File: src/rtl/val2_pkg.sv
// Shared types for the Val2 iterative shifter: shift opcodes and sequencer states.
package val2_pkg;

   localparam logic [1:0] SHOP_LSL = 2'b00;
   localparam logic [1:0] SHOP_LSR = 2'b01;
   localparam logic [1:0] SHOP_ASR = 2'b10;
   localparam logic [1:0] SHOP_ROR = 2'b11;

   typedef enum logic [1:0] {
      LSL = SHOP_LSL,
      LSR = SHOP_LSR,
      ASR = SHOP_ASR,
      ROR = SHOP_ROR
   } shift_op_t;

   typedef enum logic [1:0] {
      IDLE  = 2'd0,
      SHIFT = 2'd1,
      DONE  = 2'd2
   } state_t;

endpackage

File: src/rtl/val2_shift_step.sv
// One narrow shifter step: moves acc by 0..BITS_PER_CYCLE positions for the given opcode.
module val2_shift_step
   import val2_pkg::*;
#(
   parameter int BITS_PER_CYCLE = 1
) (
   input  logic [31:0] acc,
   input  shift_op_t   op,
   input  logic [2:0]  step,
   output logic [31:0] acc_next
);

   function automatic logic [31:0] shift_by(input logic [31:0] a, input shift_op_t sop,
                                            input int unsigned s);
      logic signed [31:0] sa;
      sa = a;
      case (sop)
         LSL:     return a << s;
         LSR:     return a >> s;
         ASR:     return sa >>> s;
         default: return (a >> s) | (a << (32 - s));
      endcase
   endfunction

   // Only the small set of legal step sizes is built, each a fixed-distance shift.
   always_comb begin
      acc_next = acc;
      for (int s = 1; s <= BITS_PER_CYCLE; s++) begin
         if (step == 3'(s)) acc_next = shift_by(acc, op, s);
      end
   end

endmodule

File: src/rtl/val2_iter_shifter.sv
// EXE-stage Val2 sequencer: decodes the shifter operand, iterates a narrow shifter, and
// returns the result over a valid/ready handshake while stalling the pipeline.
module val2_iter_shifter
   import val2_pkg::*;
#(
   parameter int BITS_PER_CYCLE = 1
) (
   input  logic        clk,
   input  logic        rst,
   input  logic        flush,
   input  logic        in_valid,
   output logic        in_ready,
   input  logic        memrw,
   input  logic        imm,
   input  logic [31:0] val_rm,
   input  logic [11:0] shift_operand,
   output logic        out_valid,
   input  logic        out_ready,
   output logic [31:0] val2,
   output logic        unsupported,
   output logic        stall
);

   state_t      state, state_nxt;
   shift_op_t   op, dec_op;
   logic [31:0] acc, acc_step, dec_acc;
   logic [4:0]  remaining, dec_amt;
   logic [2:0]  step;
   logic        unsup_q, dec_unsup, accept;

   assign in_ready    = (state == IDLE);
   assign stall       = (state != IDLE);
   assign out_valid   = (state == DONE);
   assign val2        = acc;
   assign unsupported = unsup_q;
   assign accept      = in_valid && in_ready && !flush;

   // Clamp keeps the 5-bit remaining counter from wrapping on the final step.
   assign step = (remaining < 5'(BITS_PER_CYCLE)) ? remaining[2:0] : 3'(BITS_PER_CYCLE);

   always_comb begin
      dec_acc   = val_rm;
      dec_op    = shift_op_t'(shift_operand[6:5]);
      dec_amt   = shift_operand[11:7];
      dec_unsup = 1'b0;
      if (memrw) begin
         dec_acc = {20'b0, shift_operand};
         dec_op  = LSL;
         dec_amt = '0;
      end else if (imm) begin
         dec_acc = {24'b0, shift_operand[7:0]};
         dec_op  = ROR;
         dec_amt = {shift_operand[11:8], 1'b0};
      end else if (shift_operand[4]) begin
         dec_acc   = '0;
         dec_op    = LSL;
         dec_amt   = '0;
         dec_unsup = 1'b1;
      end
   end

   val2_shift_step #(.BITS_PER_CYCLE(BITS_PER_CYCLE)) u_step (
      .acc      (acc),
      .op       (op),
      .step     (step),
      .acc_next (acc_step)
   );

   always_comb begin
      state_nxt = state;
      case (state)
         IDLE:    if (accept) state_nxt = (dec_amt == 5'd0) ? DONE : SHIFT;
         SHIFT:   if (remaining == 5'(step)) state_nxt = DONE;
         DONE:    if (out_ready) state_nxt = IDLE;
         default: state_nxt = IDLE;
      endcase
      if (flush) state_nxt = IDLE;
   end

   // Flush only redirects the FSM; acc deliberately keeps its partial value.
   always_ff @(posedge clk or posedge rst) begin
      if (rst) begin
         state     <= IDLE;
         acc       <= '0;
         remaining <= '0;
         op        <= LSL;
         unsup_q   <= 1'b0;
      end else begin
         state <= state_nxt;
         if (accept) begin
            acc       <= dec_acc;
            op        <= dec_op;
            remaining <= dec_amt;
            unsup_q   <= dec_unsup;
         end else if (state == SHIFT && !flush) begin
            acc       <= acc_step;
            remaining <= remaining - 5'(step);
         end
      end
   end

endmodule

File: config.mk
export PLATFORM = sky130hd
export DESIGN_NAME = val2_iter_shifter
export DESIGN_NICKNAME = d
export VERILOG_FILES = /design/src/rtl/val2_pkg.sv /design/src/rtl/val2_shift_step.sv /design/src/rtl/val2_iter_shifter.sv
export SDC_FILE = /design/constraint.sdc
export NUM_CORES = 1
export LEC_CHECK = 0
export ABC_AREA = 1
export CAP_MARGIN = 30
export CORE_MARGIN = 2
export CORE_UTILIZATION = 47
export DETAILED_ROUTE_END_ITERATION = 6
export PLACE_DENSITY = 0.93
export SYNTH_ARGS = -nofsm -noshare
export SYNTH_HDL_FRONTEND = slang
export SYNTH_SLANG_ARGS = --single-unit
File: constraint.sdc
create_clock -name clk -period 1.7 [get_ports clk]
set_input_delay 0.425 -clock clk [delete_from_list [all_inputs] [get_ports clk]]
set_output_delay 0.425 -clock clk [all_outputs]
set_load 0.05 [all_outputs]
## Word level (Yosys, flattened, before mapping)

Index checks and enable logic that the tools add are counted.

| cells by class | value |
|---|---|
| magnitude comparators | 1 |
| equal/unequal tests | 10 |
| $add $sub $neg | 1 |
| multiplexer cells | 25 |
| bitwise logic cells | 1 |
| reduce and logical (&&, ||, !) cells | 13 |

Operators by type and width:

| kind | number |
|---|---|
| $mux W32 | 6 |
| $pmux W32 S3 | 1 |
| $or A31 B32 Y32 | 1 |
| $mux W5 | 5 |
| $mux W2 | 8 |
| $ne A3 B2 Y1 const B | 2 |
| $pmux W2 S3 | 1 |
| $reduce_and A3 Y1 | 2 |
| $reduce_bool A2 Y1 | 3 |
| $eq A5 B3 Y1 | 1 |
| $logic_not A5 Y1 | 1 |
| $lt A5 B1 Y1 const B | 1 |
| $sub A5 B3 Y5 | 1 |
| $eq A2 B1 Y1 const B | 2 |
| $eq A2 B2 Y1 const B | 2 |
| $logic_not A2 Y1 | 2 |
| $eq A3 B1 Y1 const B | 1 |
| $logic_and A1 B1 Y1 | 3 |
| $mux W1 | 3 |
| $mux W3 | 1 |
| $ne A3 B3 Y1 const B | 1 |
| $ne A2 B2 Y1 const B | 1 |
| $reduce_and A2 Y1 | 1 |
| $logic_not A1 Y1 | 1 |

| word-level totals | value |
|---|---|
| bits in registers | 42 |
| word-level logic and storage cells | 57 |
| input bits | 51 |

## Logic depth before layout (Yosys ltp)

| logic depth | value |
|---|---|
| depth in word-level cells | 8 |
| gate-level depth with buffers | 10 |
| mapped depth without buffers | 10 |

## Hierarchy

Synthesis repeated with hierarchy kept, for this count alone.

| unflattened totals | value |
|---|---|
| cell total of the unflattened synthesis | 553 |
| area total of the unflattened synthesis | 3305.7 um^2 |

By module, submodules not included:

| module | area an instance (um^2) | cells each | times used |
|---|---|---|---|
| val2_iter_shifter | 2432.3 | 341 | 1 |
| val2_shift_step | 873.3 | 212 | 1 |

## Worst setup path after synthesis

OpenSTA, ideal clock, no wires.

| timing | value |
|---|---|
| path type | register -> register |
| start point | register state[0] |
| end point | register state[1] |
| path buffers | 0 |
| period minus slack after synthesis | 1.621 ns |
| path slack | 0.079 ns |
| data arrival time | 1.503 ns |
| cell stages (with the launch flop) | 7 |
| cells stage by stage | dfrtp_1 nor2_1 nand2_1 nand3_1 nor2_1 nand2_1 nand2_1 |

| on the way | value |
|---|---|
| elaborated cells between the ends (all ways) | 11 |
| classes of those cells | eq/ne (5); mux (2); reduce/logical (4) |

RTL lines:

| item | RTL line | source |
|---|---|---|
| start, declared | val2_iter_shifter.sv:24 | `state_t state, state_nxt;` |
| start signal, assigned | val2_iter_shifter.sv:89 | `state <= state_nxt;` |
| $eq A2 B2 Y1 * | n/a |  |
| via out_valid | val2_iter_shifter.sv:17 | `output logic out_valid,` |
| $ne A3 B2 Y1 (no source line) or $pmux W2 S3 (tied branches) | n/a |  |
| $reduce_and A3 Y1 (no source line) or $mux W2 (tied branches) | n/a |  |

Mark *: on every way through the listed nets, which the timed path passes. The rest lies on a longest branch.
A chain may end at the register's enable or synchronous reset.

## Worst setup path in the final report

| timing | value |
|---|---|
| start point | register state[0] |
| end point | output stall |

| on the way | value |
|---|---|
| word-level cells in the longest chain between the ends | 1 |

Ends and longest elaborated chain:

| item | RTL line | source |
|---|---|---|
| $reduce_bool A2 Y1 | val2_iter_shifter.sv:32 | `assign stall = (state != IDLE);` |
| end, declared | val2_iter_shifter.sv:21 | `output logic stall` |

No other way between the ends.

==> results by group <==
Floorplan
  – Rows: 28
  – Core Area: 5851 um2
  – Chip width: 81.19 um
  – Die Ht: 81.19 um
  – Die ar.: 6591 um2
  – # IOs: 87
  – Initial core utilization: 47.86%

Clock tree
  – CTS resizes: 0
  – CTS tree: yes
  – CTS buffer count: 5
  – Root buf cell: clkbuf_8
  – CTS HTree Levels: 2
  – Post CTS Setup Buffer Count: 0
  – Hold_buf cts: 0
  – Worst-Skew Late Latency: 0.29 ns
  – CTS Buffer Depth: 2
  – Clock slew seen by the registers of the worst setup and hold paths: 0.08 ns
  – Number of clock sinks: 42

Flow run
  – Max Cap Violations: 0

Global routing
  – Met3 Track Usage GR: 4.222%
  – GRT Util Overall: 25.45%
  – GR Overflow Total: 0
  – GR peak layer: met2
  – Global-route track usage on met1: 31.67%
  – Vias in the first global route: 3044
  – GRT met2 Usage: 45.12%
  – First-pass GRT wire length: 13.14 mm
  – Pin count of the biggest net entering global routing: 51
  – Initial antenna violation count: 0

Logic synthesis
  – Post-synth EDFFs: 0
  – Yosys top cell area share: 37.53%
  – Post-Syn Instances: 420
  – Fraction of registers with async set/reset: 100.0%
  – Yosys reg bits: 42
  – Cell taking the most area after synthesis: dfrtp_1
  – Mean area per synthesized cell: 6.667 um2
  – Synth Cell Area: 2800 um2
  – Area contributors post-synth: dfrtp_1 38%, nand2_1 21%, nand3_1 9.3%, o21ai_0 7.3%, inv_1 6.0%
  – YS warnings: 0
  – Mapped Nets: 473
  – Yosys cell types: 29
  – Seq/Total Area, Yosys: 37.53%
  – Main synth FF type: dfrtp_1

Timing
  – Fin Setup TNS: 0 ns
  – Slew headroom: 81.95%
  – Unrepaired setup endpoints after global routing: no
  – Hold WS: 0.4551 ns
  – Worst Skew: 0.003340 ns
  – Worst Tran Pin Value: 0.2698 ns
  – Min cycle time layout: 1.644 ns
  – Hold Fails Final Rpt: 0
  – Slew Limit Fails: 0
  – Final period utilization: 96.70%
  – FMAX: 608.3 MHz
  – Final setup fails: 0

Worst hold path
  – Hold crit path type: in -> async

Layout
  – Fillers: 438
  – Diodes inserted: 0
  – Post-layout net count: 567
  – Share of layout cells above drive strength 1: 15.53%
  – Synthesis-to-layout area growth: 48.39%

Place
  – Dpl hpwl: 6.105 mm
  – Placer Congestion: 0.9050
  – Port buffer count: 86

Drt
  – Via density: 5.441
  – WL/cell: 13.88 um
  – Initial DRC count: 275
  – Vias: 3210
  – DRT Pass-1 Iters: 5
  – Routed WL: 8.190 mm
  – # DRC: 0
  – Final ANT Viol Nets: 0

Setup path
  – Critical Path AT: 1.22 ns
  – Max FO, Critical Path: 4
  – CP required: 1.27 ns
  – Setup crit start kind: register
  – Crit Path Category: reg -> out
  – CP Capture Type: output pin
  – FF-to-FF setup slack: 0.13 ns

Power and ir drop
  – Worst vdd ir: 1.107 mV
  – Static Leak: 0.001962 uW
  – PD cells: 1741 nW/um2

Status
  – Outcome: finished, final reports clean
[worst max-delay path, cell delays in order, from the launching register on]
cell,delay [ns]
dfrtp_1,0.45
nor2_4,0.22
inv_1,0.07
buf_4,0.19
[kinds of logic after synthesis]
family	share of synthesized area, %
flops	37.53
fa+ha+maj	0.8935
xor+xnor	0.6257
simple gates	34.72
buf+inv	11.04
compound gates	15.19
[power breakdown]
group / switching, uW / internal (uW)
Sequential: 454 / 1400
Clock: 345 / 626
Combinational: 2660 / 1740
[final timing paths]
check | depth (start not counted) | to | startpoint
setup / recovery | 3 | stall | state[0]
hold / removal | 3 | val2[19] | rst
setup reg to reg | 7 | remaining[4] | remaining[2]
hold reg to reg | 2 | op[0] | op[0]
max in group asynchronous | 3 | val2[12] | rst
min in group clk | 2 | op[0] | op[0]
[area by class of cell]
class | instances | area, um2 | area share [%]
Sequential cell | 42 | 1051 | 25.29
Timing Repair Buffer | 110 | 1239 | 29.81
Clock inverter | 2 | 60.06 | 1.445
Inverter | 48 | 180.2 | 4.336
Clock buffer | 6 | 82.58 | 1.987
Multi-Input combinational cell | 307 | 1449 | 34.87
Tap cell | 75 | 93.84 | 2.258
[sequential cells by signal (all words and copies together) (netlist names)]
name,cells
remaining,5
op,2
state,2
val2,32
unsupported,1
[routing by layer]
layer	wire length (um)	part of all wire, %
met1	3347	41
met2	4109	50
met3	620	7.6
met4	112	1.4
met5	0	0
[layout by cell type, fill, tap and decap left out, drive strengths merged, types with 2 or more instances in the layout]
cell type	Yosys	layout
nand2	158	158
buf	19	60
nand3	53	53
o21ai	51	51
clkdlybuf4s50	0	50
inv	48	47
dfrtp	42	42
nor2	16	16
o211ai	15	15
clkbuf	4	6
a21oi	4	4
a21boi	3	3
ha	2	2
bufinv	0	2
[Yosys cell counts, types with 2 or more instances]
| cell type | n |
|---|---|
| nand3_1 | 52 |
| inv_1 | 45 |
| dfrtp_1 | 42 |
| buf_4 | 2 |
| o211ai_1 | 15 |
| o21ai_0 | 41 |
| nor2_4 | 2 |
| inv_2 | 3 |
| ha_1 | 2 |
| nor2_1 | 13 |
| nand2_1 | 156 |
| a21oi_1 | 3 |
| a21boi_1 | 3 |
| buf_6 | 2 |
| clkbuf_1 | 3 |
| o21ai_1 | 9 |
| buf_2 | 15 |
[stage by stage]
step	cells	power [uW]	util (%)	area, um2	worst slack [ns]
2_1_floorplan	420	4456	-	2800	0.07879
4_1_cts	590	7221	70.87	4146	0.04526
3_3_place_gp	582	6056	68.43	4004	-0.1469
5_1_grt	590	7681	71.02	4155	0.008601
6_report	590	7236	71.02	4155	0.05608
3_5_place_dp	582	6226	68.43	4004	-0.2353
No activity file was read; power rests on OpenSTA's default activity.
